[config.mk]
export PLATFORM = sky130hd
export DESIGN_NAME = param_regfile_ce
export DESIGN_NICKNAME = d
export VERILOG_FILES = /design/src/rtl/param_regfile_ce.sv
export SDC_FILE = /design/constraint.sdc
export NUM_CORES = 1
export LEC_CHECK = 0
export CORE_UTILIZATION = 50
export DETAILED_ROUTE_END_ITERATION = 8
export PLACE_DENSITY = 0.77
export SYNTH_ARGS = -nofsm -noshare
export SYNTH_HDL_FRONTEND = slang
export SYNTH_SLANG_ARGS = --single-unit
[constraint.sdc]
create_clock -name CLK -period 4.9 [get_ports CLK]
set_clock_uncertainty 0.05 [all_clocks]
set_input_delay 0.98 -clock CLK [delete_from_list [all_inputs] [get_ports CLK]]
set_output_delay 0.98 -clock CLK [all_outputs]
set_load 0.02 [all_outputs]
[src/rtl/param_regfile_ce.sv]
// rtl/param_regfile_ce.sv - parametrised register file with masked write, two read ports,
// optional bypass, read-only entries and saturating write-error counter.
module param_regfile_ce #(
  parameter int WIDTH = 32,
  parameter int DEPTH = 4,
  localparam int AW = (DEPTH > 1) ? $clog2(DEPTH) : 1,
  parameter logic [DEPTH*WIDTH-1:0] INIT_VALUES = (DEPTH*WIDTH)'(24) << WIDTH,
  parameter logic [DEPTH-1:0] RO_MASK = '0,
  parameter bit BYPASS = 1'b0,
  parameter int ERR_W = 8
) (
  input  logic               CLK,
  input  logic               ASYNCRESET,
  input  logic               CLR,
  input  logic               WE,
  input  logic [AW-1:0]      WADDR,
  input  logic [WIDTH-1:0]   WDATA,
  input  logic [WIDTH/8-1:0] WMASK,
  input  logic [AW-1:0]      RADDR0,
  output logic [WIDTH-1:0]   RDATA0,
  input  logic [AW-1:0]      RADDR1,
  output logic [WIDTH-1:0]   RDATA1,
  output logic               WERR,
  output logic [ERR_W-1:0]   ERR_CNT
);

  logic [WIDTH-1:0] mem [DEPTH];
  logic [DEPTH-1:0] wr_hit;
  logic             hit_any;
  logic             hit_ro;
  logic             wr_legal;
  logic             wr_err;
  logic [WIDTH-1:0] cur_w;
  logic [WIDTH-1:0] merged;

  // One-hot decode keeps out-of-range addresses from indexing past the array.
  always_comb begin
    wr_hit = '0;
    cur_w  = '0;
    for (int i = 0; i < DEPTH; i++) begin
      wr_hit[i] = (WADDR == AW'(i));
      if (wr_hit[i]) cur_w = mem[i];
    end
    hit_any  = |wr_hit;
    hit_ro   = |(wr_hit & RO_MASK);
    wr_legal = WE & ~CLR & ~ASYNCRESET & hit_any & ~hit_ro;
    wr_err   = WE & ~CLR & (~hit_any | hit_ro);
    merged   = cur_w;
    for (int b = 0; b < WIDTH/8; b++) begin
      if (WMASK[b]) merged[b*8 +: 8] = WDATA[b*8 +: 8];
    end
  end

  always_comb begin
    RDATA0 = '0;
    RDATA1 = '0;
    for (int i = 0; i < DEPTH; i++) begin
      if (RADDR0 == AW'(i)) RDATA0 = (BYPASS && wr_legal && wr_hit[i]) ? merged : mem[i];
      if (RADDR1 == AW'(i)) RDATA1 = (BYPASS && wr_legal && wr_hit[i]) ? merged : mem[i];
    end
  end

  always_ff @(posedge CLK or posedge ASYNCRESET) begin
    if (ASYNCRESET) begin
      for (int i = 0; i < DEPTH; i++) mem[i] <= INIT_VALUES[i*WIDTH +: WIDTH];
      WERR    <= 1'b0;
      ERR_CNT <= '0;
    end else if (CLR) begin
      for (int i = 0; i < DEPTH; i++) mem[i] <= INIT_VALUES[i*WIDTH +: WIDTH];
      WERR    <= 1'b0;
      ERR_CNT <= '0;
    end else begin
      for (int i = 0; i < DEPTH; i++) begin
        if (wr_legal && wr_hit[i]) mem[i] <= merged;
      end
      WERR <= wr_err;
      if (wr_err && (ERR_CNT != {ERR_W{1'b1}})) ERR_CNT <= ERR_CNT + ERR_W'(1);
    end
  end

endmodule

==> results of run 1 <==
-- flip-flops by register name, summed over array words and instances (netlist names) --
| signal | cells |
|---|---|
| mem | 128 |
| ERR_CNT | 8 |
| WERR | 1 |
-- routing by layer --
layer	share of wire, %	vias up	global-route usage [%]	wire, um
met4	1.4	0	8.20	312
met1	42	3465	37.1	9510
met2	49	352	44.3	11200
li1	-	2953	-	-
met5	0	-	0	0
met3	8.3	28	5.71	1890
-- cell usage after synthesis (all sizes together) --
cell type / n
a211oi: 19
inv: 31
o2bb2ai: 17
or2: 2
nor2: 16
nor4bb: 1
nor2b: 25
conb: 1
o31ai: 34
nand4b: 1
a311oi: 4
nor4b: 1
or4b: 1
mux2i: 32
nand2b: 4
nand3b: 103
buf: 30
dfrtp: 135
clkbuf: 48
a22oi: 4
and4b: 1
dfstp: 2
nand4bb: 2
o21ai: 80
o22ai: 17
mux4: 64
mux2: 15
a221o: 30
-- through the flow --
stage          hold slack [ns]  total power (uW)  utilization (%)  setup WS, ns  area, um^2
3_3_place_gp             0.433              1650             59.3          1.05        9560
6_report                 0.449              2890             62.9          1.07       10100
4_1_cts                  0.459              2900             62.9          1.02       10100
5_1_grt                  0.464              2980             62.9         0.957       10100
3_5_place_dp             0.439              1670             59.3          1.01        9560
2_1_floorplan            0.433              1510                -         0.205        8380
-- cell type report --
class / count / area share (%)
Tap cell: 216 / 2.67
Sequential cell: 137 / 33.8
Clock buffer: 20 / 4.50
Inverter: 31 / 1.20
Timing Repair Buffer: 128 / 12.4
Clock inverter: 12 / 1.16
Multi-Input combinational cell: 474 / 44.2
-- cells by family after synthesis --
| logic type | count (synthesis) | share of synthesized area [%] |
|---|---|---|
| AO/OA/AOI/OAI | 205 | 16.9 |
| AND/OR/NAND/NOR | 157 | 13.2 |
| flip-flops | 137 | 40.9 |
| multiplexers | 111 | 23.0 |
| buffers and inverters | 109 | 5.82 |
| other | 1 | 0.0448 |
-- power by group --
group          total [uW]  switching, uW  leakage, uW  internal (uW)
Sequential           1210           41.2      0.00188           1170
Combinational         440            236      0.00188            204
Clock                1240            508     0.000270            730
Total                2890            785      0.00402           2100
-- worst paths after layout --
| path | endpoint | slack (ns) | start | cells past startpoint |
|---|---|---|---|---|
| max | RDATA1[27] | 1.07 | RADDR1[0] | 4 |
| min | ERR_CNT[3] | 0.45 | ERR_CNT[3] | 1 |
| max reg2reg | mem[32] | 3.47 | mem[64] | 3 |
| min reg2reg | ERR_CNT[3] | 0.45 | ERR_CNT[3] | 1 |
| max in group asynchronous | mem[88] | 2.64 | ASYNCRESET | 3 |
| min in group asynchronous | mem[64] | 1.33 | ASYNCRESET | 2 |
==> run metrics, run 1 <==
n_diodes=0; first-pass GRT wire length=approximately 37000 um; commonest non-fill, non-tap cells in the layout=dfrtp_1, clkdlybuf4s50_1, nand3b_1; Syn-to-layout area delta=21.0%; pin count of the biggest net entering global routing=118; crit path kind=input pin to output port; fillers=between 1000 and 1500; placed insts=about 990; top cells by area, synth=dfrtp_1, mux4_2, nand3b_1, o21ai_0, mux2i_1; Yosys top cell by area=dfrtp_1; CTS tree=built; Avg Inst Size Synth=around 12 um^2; syn nets=766; Residual DRC=0; CTS Sinks=137; Initial Util=about half; Post-CTS Setup Inserts=0; Startpoint Class=input pin; worst-margin pin slew=approximately 1.1 ns; clk root buf=clkbuf_16; YS warnings=0; Worst Path Buf+Inv=3; Cells after Synth=between 700 and 800; # port buffers=around 120; nets@finish=approximately 840; I/O pins=~120; period utilization=78.1%; fmax=around 0.26 GHz; crit-path cells=buf_2 > buf_12 > mux4_2 > clkdlybuf4s50_1; critical path's slowest cell=clkdlybuf4s50_1; post-route ant nets=0; share of cells above drive strength 1=17.0%; worst hold path type=flop to flop; Num CTS Buffers=17; Critical Path Fanout Max=20; sequential element share of the synthesized area=40.9%; Yosys reg bits=approximately 140; cts repair resizes=0; run status=completed; Netlist cell types=34; post-DP HPWL=14300 um; area share of the leading cell type in the synthesized netlist=40.3%; 1st-iter DRT viols=roughly 640; final setup vio count=0; slew margin rel.=between 20 and 30%; Req. time, crit path=between 3 and 4 ns; Power Dens Cells=approximately 280 nW/um^2; worst skew pair latency=about 0.42 ns; Final Critical Period=about 3.8 ns; multi-input logic area=4490 um^2; cts hold-fix bufs=0; grt total ovfl=0; VDD IR max=~0.3 mV; row count=46; Die Ht=131 um; Register Area=between 3000 and 4000 um^2; fin cells=1018; Slew Limit Fails=0; Global Route Usage Sum=a little over a quarter; Worst EP arrival=2.80 ns; Core Area=16100 um^2; most common cell after layout, fill and taps aside=dfrtp_1; H-tree depth=4; initial antenna violation count=0; family with the most delay on the worst path=buffers and inverters; vias per std cell=6.68; DR WL/cell=about 22 um; CP Capture Type=output port; die area=approximately 17000 um^2; RSZ-0062 raised after global routing=false; via count=roughly 6800; Pleak=0.00402 uW; clock-pin slew on the worst setup and hold paths=roughly 0.060 ns; Routed Wire Length=approximately 23000 um; vias in the first global route=slightly below 7000; Die W=between 100 and 150 um; Initial DRT Pass Iterations=5; CP max stage delay=between 0.5 and 0.6 ns; gpl congestion=approximately 0.86; Final Hold Fails=0; total of max-cap violations=0; Max clock buf depth=2; mapped cell area=about 8400 um^2; setup TNS=0 ns
Power figures use the tool's default switching activity.
==> inputs of run 2 (changes only) <==
CORE_UTILIZATION = 56   (was 50)
PLACE_DENSITY = 0.82   (was 0.77)
clock period = 3.6 ns   (was 4.9 ns; I/O delays follow)
==> run 2 against run 1 <==
- clock power is 52% higher
- worst hold slack better by 0.0056 ns
- die area is 11% lower
- critical path type unchanged
- critical endpoint is now RDATA1[0]
==> run metrics, run 2 (synthesis results as in run 1) <==
Syn-to-layout area delta=23.1%; 1st-iter DRT viols=between 700 and 800; Req. time, crit path=2.83 ns; clk root buf=clkbuf_16; vias per std cell=~7.0; slew margin rel.=45.3%; Pleak=0.00412 uW; VDD IR max=between 0.3 and 0.4 mV; Worst EP arrival=2.28 ns; fillers=slightly below 1000; CTS tree=built; fmax=0.327 GHz; CP max stage delay=0.60 ns; post-DP HPWL=~14000 um; CTS Sinks=between 100 and 150; most common cell after layout, fill and taps aside=dfrtp_1; run status=completed; Initial Util=between 50% and 60%; Die Ht=124 um; Critical Path Fanout Max=32; worst r2r src=mem[89]; Die W=roughly 120 um; fin area=10300 um^2; first-pass GRT wire length=a little under 40000 um; Routed Wire Length=~24000 um; fin cells=998; Final Hold Fails=0; cts hold-fix bufs=0; CP Capture Type=output port; Placed Area=around 9700 um^2; cts repair resizes=0; grt total ovfl=0; Tot Pwr=between 4000 and 5000 uW; clock-pin slew on the worst setup and hold paths=approximately 0.060 ns; post-route ant nets=0; crit path kind=input pin to output port; total of max-cap violations=0; HP Start=ERR_CNT[5]; Largest regs=mem (128), ERR_CNT (8), WERR (1); via count=roughly 7000; Worst Path Buf+Inv=3; row count=44; # port buffers=118; Slew Limit Fails=0; worst skew pair latency=~0.42 ns; pin count of the biggest net entering global routing=85; Power Dens Cells=between 400 and 500 nW/um^2; n_diodes=0; initial antenna violation count=0; commonest non-fill, non-tap cells in the layout=dfrtp_1, clkdlybuf4s50_1, nand3b_1; Residual DRC=0; Critical Path Start=RADDR1[0]; Final Critical Period=approximately 3.1 ns; family with the most delay on the worst path=buffers and inverters; critical path's slowest cell=mux4_2; crit-path cells=buf_2 > buf_12 > mux4_2 > clkdlybuf4s50_1; worst hold path type=flop to flop; share of cells above drive strength 1=18.3%; Post-CTS Setup Inserts=0; I/O pins=between 100 and 150; H-tree depth=4; max FFs per register=128; Max clock buf depth=2; Startpoint Class=input pin; placed insts=about 970; gpl congestion=0.835; setup TNS=0 ns; die area=15500 um^2; worst-margin pin slew=~0.82 ns; DR WL/cell=between 20 and 25 um; final setup vio count=0; nets@finish=between 800 and 900; Initial DRT Pass Iterations=6; Num CTS Buffers=17; Most flops, register=mem; RSZ-0062 raised after global routing=false; vias in the first global route=around 7100; Core Area=between 10000 and 15000 um^2; Global Route Usage Sum=31.4%; period utilization=84.8%
## run 2: routing by layer
metal	routed length, um	up-vias	GRT usage [%]	share of wire, %
met4	324	0	9.57	1.4
li1	-	2978	-	-
met5	0	-	0	0
met3	1880	34	7.43	8.0
met1	9580	3609	43.6	41
met2	11900	356	49.3	50
## run 2: cell type report
cell class | count | area (um^2) | area share (%)
Sequential cell | 137 | 3430 | 33.3
Clock inverter | 14 | 198 | 1.92
Multi-Input combinational cell | 474 | 4480 | 43.4
Tap cell | 184 | 230 | 2.23
Timing Repair Buffer | 140 | 1420 | 13.8
Clock buffer | 18 | 439 | 4.26
Inverter | 31 | 120 | 1.16
## run 2: worst paths after layout
kind                              end  slack, ns  depth (start not counted)
hold / removal             ERR_CNT[5]       0.45                          1
hold reg to reg            ERR_CNT[5]       0.45                          1
max in group asynchronous     mem[44]       1.90                          3
setup / recovery            RDATA1[0]       0.55                          4
min in group asynchronous      mem[4]       0.78                          2
setup reg to reg              mem[57]       2.22                          3
## run 2: through the flow
step | utilization, % | hold WS (ns) | setup slack, ns
floorplan | - | 0.433 | 0.986
detailed placement | 66.3 | 0.445 | 0.535
global placement | 66.3 | 0.434 | 0.541
global route | 70.7 | 0.482 | 0.480
CTS | 70.7 | 0.457 | 0.528
finish | 70.7 | 0.454 | 0.546
## run 2: report_power, final
part           switching, uW  internal [uW]
Sequential              54.8           1590
Combinational            330            291
Clock                    704           1180
Total                   1090           3060
